**src/rtl/adc_sequenciador.sv**
```systemverilog
// Dual-slope ADC sequencer: auto-zero, fixed integration, timed reference de-integration, display load.
// Optional macro ADC_POLARITY_EN adds vm_neg/neg and splits ch_ref into ch_ref_p/ch_ref_n.
module adc_sequenciador #(
  parameter int CW     = 12,
  parameter int T_ZR   = 16,
  parameter int N_INT  = 1000,
  parameter int N_MAX  = 2000,
  parameter int T_HOLD = 64
) (
  input  logic          ck,
  input  logic          rst,
  input  logic          inicio,
  input  logic          continuo,
  input  logic          vint_z,
  output logic          ch_zr,
  output logic          ch_vm,
  output logic          rst_s,
  output logic          enb_0,
  output logic          ld,
  output logic          busy,
  output logic          valid,
  output logic          ovr,
  output logic [CW-1:0] result
`ifdef ADC_POLARITY_EN
  ,
  input  logic          vm_neg,
  output logic          ch_ref_p,
  output logic          ch_ref_n,
  output logic          neg
`else
  ,
  output logic          ch_ref
`endif
);

  typedef enum logic [2:0] {
    S_IDLE, S_ZERO, S_INTEG, S_DEINT, S_LOAD, S_HOLD
  } state_t;

  localparam logic [CW-1:0] ZR_LAST   = CW'(T_ZR - 1);
  localparam logic [CW-1:0] INT_LAST  = CW'(N_INT - 1);
  localparam logic [CW-1:0] MAX_LAST  = CW'(N_MAX - 1);
  localparam logic [CW-1:0] HOLD_LAST = CW'(T_HOLD - 1);

  state_t        state_reg, state_next;
  logic [CW-1:0] timer_reg, timer_next;
  logic          deint_done;

  assign deint_done = (state_reg == S_DEINT) && (state_next == S_LOAD);

  always_ff @(posedge ck or posedge rst) begin
    if (rst) begin
      state_reg <= S_IDLE;
      timer_reg <= '0;
    end else begin
      state_reg <= state_next;
      timer_reg <= timer_next;
    end
  end

  // Result is captured on the DEINT->LOAD edge so it is stable while valid is high.
  always_ff @(posedge ck or posedge rst) begin
    if (rst) begin
      result <= '0;
      ovr    <= 1'b0;
    end else if (deint_done) begin
      if (vint_z) begin
        result <= timer_reg;
        ovr    <= 1'b0;
      end else begin
        result <= '1;
        ovr    <= 1'b1;
      end
    end
  end

  always_comb begin
    state_next = state_reg;
    timer_next = timer_reg;
    case (state_reg)
      S_IDLE: begin
        timer_next = '0;
        if (inicio) state_next = S_ZERO;
      end
      S_ZERO: begin
        if (timer_reg == ZR_LAST) begin
          state_next = S_INTEG;
          timer_next = '0;
        end else begin
          timer_next = timer_reg + 1'b1;
        end
      end
      S_INTEG: begin
        if (timer_reg == INT_LAST) begin
          state_next = S_DEINT;
          timer_next = '0;
        end else begin
          timer_next = timer_reg + 1'b1;
        end
      end
      S_DEINT: begin
        // Zero crossing wins over the timeout when both occur on the same edge.
        if (vint_z) begin
          state_next = S_LOAD;
        end else if (timer_reg == MAX_LAST) begin
          state_next = S_LOAD;
        end else begin
          timer_next = timer_reg + 1'b1;
        end
      end
      S_LOAD: begin
        timer_next = '0;
        state_next = continuo ? S_HOLD : S_IDLE;
      end
      S_HOLD: begin
        if (!continuo) begin
          state_next = S_IDLE;
          timer_next = '0;
        end else if (timer_reg == HOLD_LAST) begin
          state_next = S_ZERO;
          timer_next = '0;
        end else begin
          timer_next = timer_reg + 1'b1;
        end
      end
      default: begin
        state_next = S_IDLE;
        timer_next = '0;
      end
    endcase
  end

  logic ref_on;

  always_comb begin
    ch_zr  = 1'b0;
    ch_vm  = 1'b0;
    ref_on = 1'b0;
    rst_s  = 1'b0;
    enb_0  = 1'b0;
    ld     = 1'b0;
    valid  = 1'b0;
    busy   = (state_reg != S_IDLE);
    case (state_reg)
      S_IDLE, S_ZERO, S_HOLD: begin
        ch_zr = 1'b1;
        rst_s = 1'b1;
      end
      S_INTEG: begin
        ch_vm = 1'b1;
        enb_0 = 1'b1;
      end
      S_DEINT: begin
        ref_on = 1'b1;
        enb_0  = ~vint_z;
      end
      S_LOAD: begin
        ld    = 1'b1;
        valid = 1'b1;
      end
      default: ;
    endcase
  end

`ifdef ADC_POLARITY_EN
  logic vm_neg_reg;

  always_ff @(posedge ck or posedge rst) begin
    if (rst) begin
      vm_neg_reg <= 1'b0;
      neg        <= 1'b0;
    end else begin
      if (state_reg == S_INTEG && timer_reg == INT_LAST) vm_neg_reg <= vm_neg;
      if (deint_done) neg <= vm_neg_reg;
    end
  end

  // Reference polarity is opposite to the input so the integrator ramps back toward zero.
  assign ch_ref_p = ref_on & vm_neg_reg;
  assign ch_ref_n = ref_on & ~vm_neg_reg;
`else
  assign ch_ref = ref_on;
`endif

endmodule
```
**config.mk**
```make
export PLATFORM = sky130hd
export DESIGN_NAME = adc_sequenciador
export DESIGN_NICKNAME = d
export VERILOG_FILES = /design/src/rtl/adc_sequenciador.sv
export SDC_FILE = /design/constraint.sdc
export NUM_CORES = 1
export LEC_CHECK = 0
export CAP_MARGIN = 20
export CORE_UTILIZATION = 25
export DETAILED_ROUTE_END_ITERATION = 7
export GPL_TIMING_DRIVEN = 0
export SYNTH_ARGS = -nofsm -noshare
export SYNTH_HDL_FRONTEND = slang
export SYNTH_SLANG_ARGS = --single-unit
```
**constraint.sdc**
```tcl
create_clock -name ck -period 2.15 [get_ports ck]
set_input_delay 0.43 -clock ck [delete_from_list [all_inputs] [get_ports ck]]
set_output_delay 0.43 -clock ck [all_outputs]
set_load 0.01 [all_outputs]
```
# Yosys cells after proc, flatten, opt, wreduce, memory -nomap -nowiden
# Index checks and enable logic that the tools add are counted.
# Widths: inputs -> output; s select.
[totals]
in_bits = 5
register_bits = 28
output_inout_bits = 21
wordCells = 46
[op_classes]
eq_ne = 12
addsub = 1
reduce_logical = 5
mux = 23
n_bitwise = 1
[ops]
columns = ["operator", "count"]
rows = [
  ["$mux 12", 7],
  ["$pmux 12 s4", 1],
  ["$mux 3", 8],
  ["$pmux 3 s6", 1],
  ["$add 12x1->12 const B", 1],
  ["$eq 12x10->1 const B", 1],
  ["$eq 12x11->1 const B", 1],
  ["$eq 12x4->1 const B", 1],
  ["$eq 12x6->1 const B", 1],
  ["$eq 3x3->1 const B", 3],
  ["$eq 3x2->1 const B", 2],
  ["$mux 1", 5],
  ["$ne 2x2->1 const B", 2],
  ["$eq 3x1->1 const B", 1],
  ["$logic_not 3->1", 1],
  ["$reduce_bool 3->1", 1],
  ["$reduce_or 3->1", 1],
  ["$pmux 1 s2", 1],
  ["$reduce_and 2->1", 1],
  ["$logic_and 1x1->1", 1],
  ["$not 1->1", 1],
]

# Longest topological paths before layout
# Gate-level depths: netlist of the first run.
[logic_depth]
depth_word = 6
depth_mapped = 7
ltp_nobuf = 6

# Worst setup path after synthesis of the first run
# No wires, ideal clock.
[synth_path]
path_kind = "reg-to-reg"
start = "reg timer_reg[0]"
end = "reg result[8]"
n_path_buf = 1
arrival_ps = 1543
path_slack_ps = 479
required_time_ps = 2023
stages_incl_launch_ff = 7
setup_ps = 127
period_less_slack_ps = 1671
path_cell_list = "dfrtp_1 ha_1 and4bb_1 nand4b_4 nand2_2 buf_4 mux2_1"
[synth_between]
elab_chain_len = 6
elab_cells_between_ends = 13
classes_between = "eq/ne (5); mux (7); reduce/logical (1)"
[synth_lines]
columns = ["item", "line", "source"]
rows = [
  ["start: declaration", "46", "logic [CW-1:0] timer_reg, timer_next;"],
  ["start signal: assignment", "57", "timer_reg <= timer_next;"],
  ["$eq 12x6->1 or $eq 12x11->1 (tied branches)", "119, 105", ""],
  ["$mux 3, on equally long branches", "119, 105", ""],
  ["$mux 3, on equally long branches", "116, 103", ""],
  ["$pmux 3 s6 *", "80", "case (state_reg)"],
  ["$eq 3x3->1 *", "49", "assign deint_done = (state_reg == S_DEINT) && (state_next == S_LOAD);"],
  ["$logic_and 1x1->1 *", "49", ""],
  ["end signal: assignment", "68", "result <= timer_reg;"],
  ["end: declaration", "23", "output logic [CW-1:0] result"],
]
# Mark *: on every way between the ends. The rest lies on a longest branch, timed or not.
# A chain may end at the register's enable or synchronous reset.

# Final worst setup path of the first run
[layout_path]
start = "reg state_reg[2]"
end = "out busy"
[layout_between]
elab_chain_len = 1
[layout_lines]
columns = ["item", "line", "source"]
rows = [
  ["start: declaration", "45", "state_t state_reg, state_next;"],
  ["start signal: assignment", "56", "state_reg <= state_next;"],
  ["$reduce_bool 3->1", "143", "busy = (state_reg != S_IDLE);"],
  ["end: declaration", "20", "output logic busy,"],
]
# Every way passes these cells.

==> summary.md, run 1 <==
| Metric | Value |
|---|---|
| Crit Path Class | flop to primary output |
| RSZ-0062 raised after global routing | no |
| Leakage power | 0.912 nW |
| Maximum vdd drop | 356 µV |
| Die ar. | 6610 µm² |
| Worst Hold Class | flop to flop |
| DP HPWL | 2670 µm |
| Slew Viols, Final | 0 |
| Overflow after GRT | 0 |
| Slowest Stage Delay on Critical Path | 0.48 ns |
| CP endpoint kind | primary output |
| Net Count, Synth | 173 |
| CP Data Arrival Time | 1.66 ns |
| Slowest cell on crit path | clkdlybuf4s50_1 |
| Vias post-DR | 1281 |
| Synth top area share | 0.446 |
| Drc violations | 0 |
| Die Width | 81.3 µm |
| Synth Cell Area | 1570 µm² |
| Maximum number of pins on one net before global-route repair | 29 |
| Area of the multi-input gates | 747 µm² |
| Layout area overhead | 29.9% |
| Cell accounting for the most synthesized area | dfrtp_1 |
| Initial Util | 0.262 |
| Fin nets | 205 |
| Share of cells above drive strength 1 | 0.172 |
| Register area | 701 µm² |
| Port Buf Inserts | 25 |
| Drt total wl | 3590 µm |
| TritonCTS clock tree | yes |
| Final Skew | 0.00604 ns |
| Inserted Clock Buffers | 3 |
| Crit-path cells | buf_4 -> or3_1 -> clkdlybuf4s50_1 |
| Row count | 28 |
| Worst Max-Slew Pin Slew | 0.620 ns |
| # setup viols final | 0 |
| Synthesized flop and latch total | 28 |
| Sink Count | 28 |
| Dominant cells by area after synthesis | dfrtp_1 45%, nor2_1 5.3%, a31oi_1 4.4%, xnor2_1 3.9%, nand3_1 3.8% |
| Commonest non-fill, non-tap cell in the layout | dfrtp_1 |
| RePlAce Congestion | 0.859 |
| Vias in the first global route | 1284 |
| F_max | 479 MHz |
| Post-Synthesis Cells | 167 |
| Initial detailed-routing violation count | 50 |
| Die H | 81.3 µm |
| CTS Hold Buffers Added | 0 |
| Fillers | 625 |
| Setup TNS | 0 ns |
| H-tree depth | 1 |
| Period utilisation layout | 0.971 |
| Post-Route Utilization | 0.341 |
| DR pass1 iterations | 4 |
| Max-cap check violation count | 0 |
| First-pass GRT wire length | 6130 µm |
| Clock latency on the worst-skew pair | 0.27 ns |
| Max_slew headroom | 0.586 |
| Yosys Warn Count | 0 |
| Drt wl/cell | 13.1 µm |
| Total GRT Usage | 0.122 |
| Core Region | 5990 µm² |
| Maximum root-to-sink buffer count | 2 |
| Worst setup SP type | flop |
| Status | finished clean |
| Initial antenna violation count | 0 |
| Power Dens Cells | 1020 nW/µm² |
| Most frequent cells in the layout | 28 x dfrtp_1, 22 x nor2_1, 19 x clkdlybuf4s50_1 |
| Clock root buffer | clkbuf_8 |
| Io pins | 26 |
| Minimum clock period | 2.09 ns |
| Remaining antenna violation count after routing | 0 |
| N_diodes | 0 |
| Reg clk slew, reported paths | 0.10 ns |
| Avg Cell Area, Syn | 9.41 µm² |
| Register-to-register setup slack | 0.26 ns |
| CP Data Required Time | 1.72 ns |
| Via density | 4.69 |
| Fin. Hold Viols | 0 |
| Post-synthesis sequential area ratio | 0.446 |
| Distinct cells, synth | 40 |
| Crit-path max FO | 10 |
==> layer usage <==
metal / track usage / routed length, µm
met1: 0.154 / 1830
met2: 0.209 / 1590
met5: 0 / 0
met4: 0.0321 / 29
met3: 0.0236 / 132
==> final timing paths <==
path / startpoint / endpoint / cells after the start
setup / recovery: state_reg[2] / busy / 3
hold / removal: ovr / ovr / 1
setup reg to reg: timer_reg[0] / result[8] / 6
hold reg to reg: ovr / ovr / 1
max in group asynchronous: rst / timer_reg[10] / 3
min in group asynchronous: rst / ovr / 2
==> layout make-up <==
class / count / area share
flip-flops and latches: 28 / 0.343
well taps: 75 / 0.0460
multi-input cells: 114 / 0.366
clock buffers: 3 / 0.0202
inverters: 13 / 0.0239
repair buffers: 27 / 0.135
plain buffers: 12 / 0.0503
clock inverters: 1 / 0.0147
==> Yosys cell counts <==
| cell | n |
|---|---|
| nand3b_1 | 1 |
| xnor2_1 | 7 |
| nand2_1 | 5 |
| inv_1 | 13 |
| a211oi_1 | 1 |
| nand2b_1 | 1 |
| nor2b_1 | 1 |
| o21bai_1 | 1 |
| nor2_2 | 7 |
| buf_6 | 3 |
| o21ai_0 | 4 |
| and4_1 | 1 |
| or3_1 | 3 |
| nand4b_4 | 1 |
| a31oi_1 | 11 |
| buf_4 | 5 |
| o21a_1 | 1 |
| a21oi_2 | 3 |
| nor3_1 | 2 |
| nand2b_4 | 1 |
| o21ai_1 | 2 |
| nand3_1 | 12 |
| nand4_1 | 4 |
| dfrtp_1 | 28 |
| and4bb_1 | 3 |
| nand2_2 | 1 |
| nor2_1 | 22 |
| mux2_1 | 1 |
| and3_1 | 4 |
| buf_2 | 3 |
| clkbuf_1 | 1 |
| nor3b_1 | 3 |
| o32a_1 | 1 |
| a21o_1 | 1 |
| a311o_1 | 2 |
| a21oi_1 | 3 |
| ha_1 | 1 |
| nand4b_1 | 1 |
| o311ai_1 | 1 |
| o211ai_2 | 1 |
==> kinds of logic after synthesis <==
group | synth area share
mux | 0.00717
compound gates | 0.141
fa+ha+maj | 0.00796
simple gates | 0.271
buf+inv | 0.0884
xor+xnor | 0.0390
flops | 0.446
==> worst max-delay path: cells and delay by family (launching register included) <==
family | cells | cell delay, ns
AND/OR/NAND/NOR | 1 | 0.36
flip-flops | 1 | 0.38
buffers and inverters | 2 | 0.64
==> stage by stage <==
stage | worst slack, ns | area, µm² | power, mW | cells | hold slack, ns
after global placement | -0.325 | 1920 | 1.65 | 267 | 0.475
after global routing | 0.000311 | 2040 | 2.23 | 273 | 0.536
after floorplan | 0.479 | 1570 | 1.33 | 167 | 0.495
after detailed placement | -0.317 | 1920 | 1.65 | 267 | 0.480
after CTS | 0.0170 | 2010 | 2.10 | 272 | 0.503
final | 0.0626 | 2040 | 2.08 | 273 | 0.498
==> repair_timing <==
item / 4_1_cts / 5_1_grt
endpoints found under the setup margin: 6 / 3
gates resized for setup: 9 / 4
setup buffers: 1 / 0
==> power by group <==
part / internal [mW] / switching (mW)
logic: 0.443 / 0.444
clock network: 0.249 / 0.169
registers: 0.662 / 0.117
total: 1.35 / 0.730
(Power assumes the default switching activity.)
==> run 2, diff against run 1 <==
--- a/config.mk
+++ b/config.mk
@@ -6,9 +6,9 @@
 export NUM_CORES = 1
 export LEC_CHECK = 0
 export CAP_MARGIN = 20
+export CORE_ASPECT_RATIO = 1.4
 export CORE_UTILIZATION = 25
 export DETAILED_ROUTE_END_ITERATION = 7
-export GPL_TIMING_DRIVEN = 0
 export SYNTH_ARGS = -nofsm -noshare
 export SYNTH_HDL_FRONTEND = slang
 export SYNTH_SLANG_ARGS = --single-unit
==> run 2 against run 1 <==
Net effect:
- sequential power is 4.4% higher
- final cell count is 2.9% lower
- worst setup slack better by 0.029 ns
- clock skew is 0.0038 ns higher
- wire length is 2.9% lower
- global-route usage is 0.72 points lower
- largest cell class unchanged
==> summary.md, run 2 (synthesis results as in run 1) <==
| Metric | Value |
|---|---|
| Status | finished clean (unchanged) |
| Port Buf Inserts | 25 (unchanged) |
| Power Dens Cells | 1040 nW/µm² (was 1020 nW/µm²) |
| Reg clk slew, reported paths | 0.09 ns (was 0.10 ns) |
| RSZ-0062 raised after global routing | yes (was no) |
| Fin. Hold Viols | 0 (unchanged) |
| Total Power | 2.07 mW (was 2.08 mW) |
| Clock root buffer | clkbuf_8 (unchanged) |
| Leakage power | 0.836 nW (was 0.912 nW) |
| Die Width | 69.0 µm (was 81.3 µm) |
| Io pins | 26 (unchanged) |
| Drt total wl | 3480 µm (was 3590 µm) |
| Die H | 95.8 µm (was 81.3 µm) |
| Total GRT Usage | 0.115 (was 0.122) |
| Die ar. | 6610 µm² (about the same) |
| # setup viols final | 0 (unchanged) |
| Fin nets | 202 (was 205) |
| Vias post-DR | 1264 (was 1281) |
| Maximum number of pins on one net before global-route repair | 29 (unchanged) |
| Vias in the first global route | 1272 (was 1284) |
| F_max | 486 MHz (was 479 MHz) |
| CP top delay family | buffers and inverters (unchanged) |
| Worst Max-Slew Pin Slew | 0.368 ns (was 0.620 ns) |
| Maximum root-to-sink buffer count | 2 (unchanged) |
| CP Data Arrival Time | 1.63 ns (was 1.66 ns) |
| Crit-path cells | nand2b_2 -> a21oi_1 -> clkdlybuf4s50_1 (was buf_4 -> or3_1 -> clkdlybuf4s50_1) |
| Initial Util | 0.264 (was 0.262) |
| Setup TNS | 0 ns (unchanged) |
| Met1 usage | 0.143 (was 0.154) |
| Crit Path Class | flop to primary output (unchanged) |
| Slew Viols, Final | 0 (unchanged) |
| Core Region | 5950 µm² (was 5990 µm²) |
| Via density | 4.77 (was 4.69) |
| TritonCTS clock tree | yes (unchanged) |
| Row count | 33 (was 28) |
| H-tree depth | 1 (unchanged) |
| CP endpoint kind | primary output (unchanged) |
| DR pass1 iterations | 4 (unchanged) |
| Post-Route Utilization | 0.334 (was 0.341) |
| Worst setup SP type | flop (unchanged) |
| Maximum vdd drop | 405 µV (was 356 µV) |
| Hold Slack | 0.497 ns (was 0.498 ns) |
| DP HPWL | 2540 µm (was 2670 µm) |
| Grt met3 use | 0.0168 (was 0.0236) |
| Slowest cell on crit path | clkdlybuf4s50_1 (unchanged) |
| Max_slew headroom | 0.755 (was 0.586) |
| Final Skew | 0.00989 ns (was 0.00604 ns) |
| Minimum clock period | 2.06 ns (was 2.09 ns) |
| Final Non-Filler Cells | 265 (was 273) |
| Slowest Stage Delay on Critical Path | 0.54 ns (was 0.48 ns) |
| RePlAce Congestion | 0.784 (was 0.859) |
| Inserted Clock Buffers | 3 (unchanged) |
| Layout area overhead | 26.4% (was 29.9%) |
| Buf/Inv on CP | 1 (was 2) |
| Initial detailed-routing violation count | 42 (was 50) |
| Drc violations | 0 (unchanged) |
| Met2 usage | 0.201 (was 0.209) |
| Share of cells above drive strength 1 | 0.179 (was 0.172) |
| Sink Count | 28 (unchanged) |
| Most frequent cells in the layout | 25 x clkdlybuf4s50_1, 25 x dfrtp_1, 21 x nor2_1 (was 28 x dfrtp_1, 22 x nor2_1, 19 x clkdlybuf4s50_1) |
| Worst Hold Class | flop to flop (unchanged) |
| CP Data Required Time | 1.72 ns (about the same) |
| Remaining antenna violation count after routing | 0 (unchanged) |
| First-pass GRT wire length | 6130 µm (about the same) |
| Clock latency on the worst-skew pair | 0.28 ns (was 0.27 ns) |
| Crit-path max FO | 7 (was 10) |
| Cells after DPL | 259 (was 267) |
| Max-cap check violation count | 0 (unchanged) |
| CTS Hold Buffers Added | 0 (unchanged) |
| N_diodes | 0 (unchanged) |
| Initial antenna violation count | 0 (unchanged) |
| Period utilisation layout | 0.957 (was 0.971) |
| Overflow after GRT | 0 (unchanged) |
| Drt wl/cell | 13.1 µm (about the same) |
| Gr busiest metal | met2 (unchanged) |
## run 2: cell count changes in the layout (fill, tap and decap cells not counted), sizes merged
cell and delta:
clkdlybuf4s50 +6, dlymetal6s2s -3, dlygate4sd2 -3, clkbuf -1
buf -2
## run 2: final cells by class
cell class	count	area [µm²]
Inverter	13	48.8
Multi-Input combinational cell	114	742
Sequential cell	28	704
Clock buffer	3	41.3
Tap cell	70	87.6
Clock inverter	1	30.0
Timing Repair Buffer	36	333
Fill cell	635	3960
## run 2: metrics by stage
step	worst slack [ns]	area [µm²]
floorplan	0.479	1570
global placement	0.116	1890
detailed placement	0.0826	1890
CTS	0.00205	1960
global route	-0.0125	1990
finish	0.0920	1990
## run 2: final timing paths
check                             startpoint            end  cells past startpoint  slack [ns]
worst min-delay path                     ovr            ovr                      1        0.50
worst min register to register           ovr            ovr                      1        0.50
worst max-delay path            state_reg[2]          enb_0                      3        0.09
min in group asynchronous                rst      result[2]                      3        0.51
max in group asynchronous                rst   state_reg[2]                      3        1.34
worst max register to register  timer_reg[0]  timer_reg[11]                      6        0.26
## run 2: power by group
part | total (mW) | switching, mW | internal [mW]
clock | 0.415 | 0.166 | 0.249
combinational | 0.846 | 0.405 | 0.441
sequential | 0.813 | 0.147 | 0.666
## run 2: worst register-to-register path: stages, from the launching register on
cell and delay (ns):
dfrtp_1 0.43, ha_1 0.27, and4bb_1 0.25, nand4b_4 0.15, nand2_2 0.19, or3_1 0.41
a21oi_2 0.14
## run 2: repair_timing
item	in CTS	in global routing
buffers inserted	0	2
pin swaps	0	0
endpoints found under the setup margin	3	7
resized for setup	2	4
## run 2: routing by layer
metal	vias up	routed length [µm]
li1	639	-
met1	602	1650
met2	19	1690
met3	4	101
met4	0	39
met5	-	0
==> run 3, diff against run 2 <==
--- a/config.mk
+++ b/config.mk
@@ -9,6 +9,7 @@
 export CORE_ASPECT_RATIO = 1.4
 export CORE_UTILIZATION = 25
 export DETAILED_ROUTE_END_ITERATION = 7
+export REMOVE_ABC_BUFFERS = 1
 export SYNTH_ARGS = -nofsm -noshare
 export SYNTH_HDL_FRONTEND = slang
 export SYNTH_SLANG_ARGS = --single-unit
==> run 3 against run 2 <==
Net effect:
- final cell count unchanged
- clock skew decreased by 0.0065 ns
- combinational power decreased by 2%
- highest routed layer unchanged
==> summary.md, run 3 (synthesis results as in run 1) <==
| Metric | Value |
|---|---|
| Status | finished clean (unchanged) |
| Final Skew | 0.00341 ns (was 0.00989 ns) |
| Slew Viols, Final | 0 (unchanged) |
| Io pins | 26 (unchanged) |
| Worst Hold Class | input port to async pin (was flop to flop) |
| Crit Path Class | flop to primary output (unchanged) |
| Via density | 4.84 (was 4.77) |
| Drc violations | 0 (unchanged) |
| Vias in the first global route | 1326 (was 1272) |
| DR pass1 iterations | 6 (was 4) |
| Initial detailed-routing violation count | 50 (was 42) |
| Inserted Clock Buffers | 3 (unchanged) |
| First-pass GRT wire length | 6160 µm (was 6130 µm) |
| Slowest Stage Delay on Critical Path | 0.54 ns (about the same) |
| Maximum number of pins on one net before global-route repair | 29 (unchanged) |
| Worst-case reg-to-reg path depth | 6 (unchanged) |
| DP HPWL | 2590 µm (was 2540 µm) |
| Fin nets | 202 (unchanged) |
| Slowest cell on crit path | clkdlybuf4s50_1 (unchanged) |
| Total GRT Usage | 0.116 (was 0.115) |
| Worst Max-Slew Pin Slew | 0.362 ns (was 0.368 ns) |
| Die ar. | 6610 µm² (unchanged) |
| Reg clk slew, reported paths | 0.10 ns (was 0.09 ns) |
| Crit-path cells | nand2b_2 -> a21oi_1 -> clkdlybuf4s50_1 (unchanged) |
| Pre-CTS setup slack | 0.0792 ns (was 0.0826 ns) |
| Remaining antenna violation count after routing | 0 (unchanged) |
| Core Region | 5950 µm² (unchanged) |
| Initial antenna violation count | 0 (unchanged) |
| Port Buf Inserts | 25 (unchanged) |
| F_max | 485 MHz (was 486 MHz) |
| Setup TNS | 0 ns (unchanged) |
| R2R Path End | timer_reg[3] (was timer_reg[11]) |
| Max-cap check violation count | 0 (unchanged) |
| Drt wl/cell | 13.4 µm (was 13.1 µm) |
| Overflow after GRT | 0 (unchanged) |
| Register-to-register setup slack | 0.27 ns (was 0.26 ns) |
| CTS Hold Buffers Added | 0 (unchanged) |
| CP Data Required Time | 1.72 ns (about the same) |
| Vias post-DR | 1283 (was 1264) |
| N_diodes | 0 (unchanged) |
| Row count | 33 (unchanged) |
| TritonCTS clock tree | yes (unchanged) |
| Final Non-Filler Cells | 265 (unchanged) |
| Worst setup SP type | flop (unchanged) |
| Power Dens Cells | 993 nW/µm² (was 1040 nW/µm²) |
| # setup viols final | 0 (unchanged) |
| Max_slew headroom | 0.758 (was 0.755) |
| Drt total wl | 3560 µm (was 3480 µm) |
| RSZ-0062 raised after global routing | no (was yes) |
| Initial Util | 0.264 (unchanged) |
| Crit-path max FO | 7 (unchanged) |
| Period utilisation layout | 0.959 (was 0.957) |
| Fin. Hold Viols | 0 (unchanged) |
| Commonest non-fill, non-tap cell in the layout | dfrtp_1 |
| Clock latency on the worst-skew pair | 0.27 ns (was 0.28 ns) |
| Buf/Inv on CP | 1 (unchanged) |
| R2R Path Start | timer_reg[0] (unchanged) |
| Clock root buffer | clkbuf_8 (unchanged) |
| H-tree depth | 1 (unchanged) |
| Most frequent cells in the layout | 25 x dfrtp_1, 24 x clkdlybuf4s50_1, 21 x nor2_1 (was 25 x clkdlybuf4s50_1, 25 x dfrtp_1, 21 x nor2_1) |
| Sink Count | 28 (unchanged) |
| Layout area overhead | 26.0% (was 26.4%) |
| Die Width | 69.0 µm (unchanged) |
| Cells after DPL | 258 (was 259) |
| Share of cells above drive strength 1 | 0.174 (was 0.179) |
| Die H | 95.8 µm (unchanged) |
| Leakage power | 0.841 nW (was 0.836 nW) |
| Maximum vdd drop | 276 µV (was 405 µV) |
| Minimum clock period | 2.06 ns (about the same) |
| CP endpoint kind | primary output (unchanged) |
| CP Data Arrival Time | 1.63 ns (about the same) |
| Final Worst Setup Slack | 0.0890 ns (was 0.0920 ns) |
| RePlAce Congestion | 0.796 (was 0.784) |
| Maximum root-to-sink buffer count | 2 (unchanged) |
| CP top delay family | buffers and inverters (unchanged) |
[run 3: cell types whose count changed in the layout (fill, tap and decap cells not counted), sizes merged]
cell,before,now
clkbuf,3,4
clkdlybuf4s50,25,24
dlymetal6s2s,0,1
bufinv,1,0
[run 3: worst max path at each step]
stage | startpoint | endpoint | cells after the start
finish | state_reg[2] | enb_0 | 3
detailed placement | vint_z | enb_0 | 3
global route | state_reg[2] | enb_0 | 3
CTS | state_reg[2] | ch_ref | 3
floorplan | timer_reg[0] | timer_reg[11] | 6
global placement | vint_z | enb_0 | 3
[run 3: final cells by class]
class | count | area [µm²]
repair buffers | 36 | 348
flip-flops and latches | 28 | 704
multi-input cells | 114 | 737
fillers | 633 | 3970
well taps | 70 | 87.6
clock buffers | 4 | 55.1
inverters | 13 | 48.8
[run 3: stage by stage]
step | utilization | total power, mW | cell area (µm²) | hold slack (ns)
finish | 0.333 | 1.97 | 1980 | 0.507
global placement | 0.318 | 1.63 | 1890 | 0.498
global route | 0.333 | 2.11 | 1980 | 0.549
detailed placement | 0.318 | 1.63 | 1890 | 0.501
CTS | 0.328 | 1.96 | 1950 | 0.524
floorplan | - | 1.26 | 1480 | 0.495
[run 3: where the power goes]
part / internal (mW) / switching (mW)
logic: 0.420 / 0.407
clock network: 0.164 / 0.166
registers: 0.666 / 0.143
[run 3: per-layer routing]
metal / track usage / share of wire
met3: 0.0168 / 0.026
met1: 0.135 / 0.46
met4: 0.0459 / 0.010
met2: 0.214 / 0.50
met5: 0 / 0
[run 3: repair_timing]
action / 4_1_cts / 5_1_grt
setup buffers: 0 / 3
resized for setup: 2 / 4
setup endpoints to repair: 3 / 7
[run 3: worst reg2reg max path, cell delays in order (launching register included)]
cell and delay, ns:
dfrtp_1 0.43, ha_1 0.26, and4bb_1 0.25, nand4b_4 0.14, nand2_2 0.19, or3_1 0.42, a21oi_2 0.13
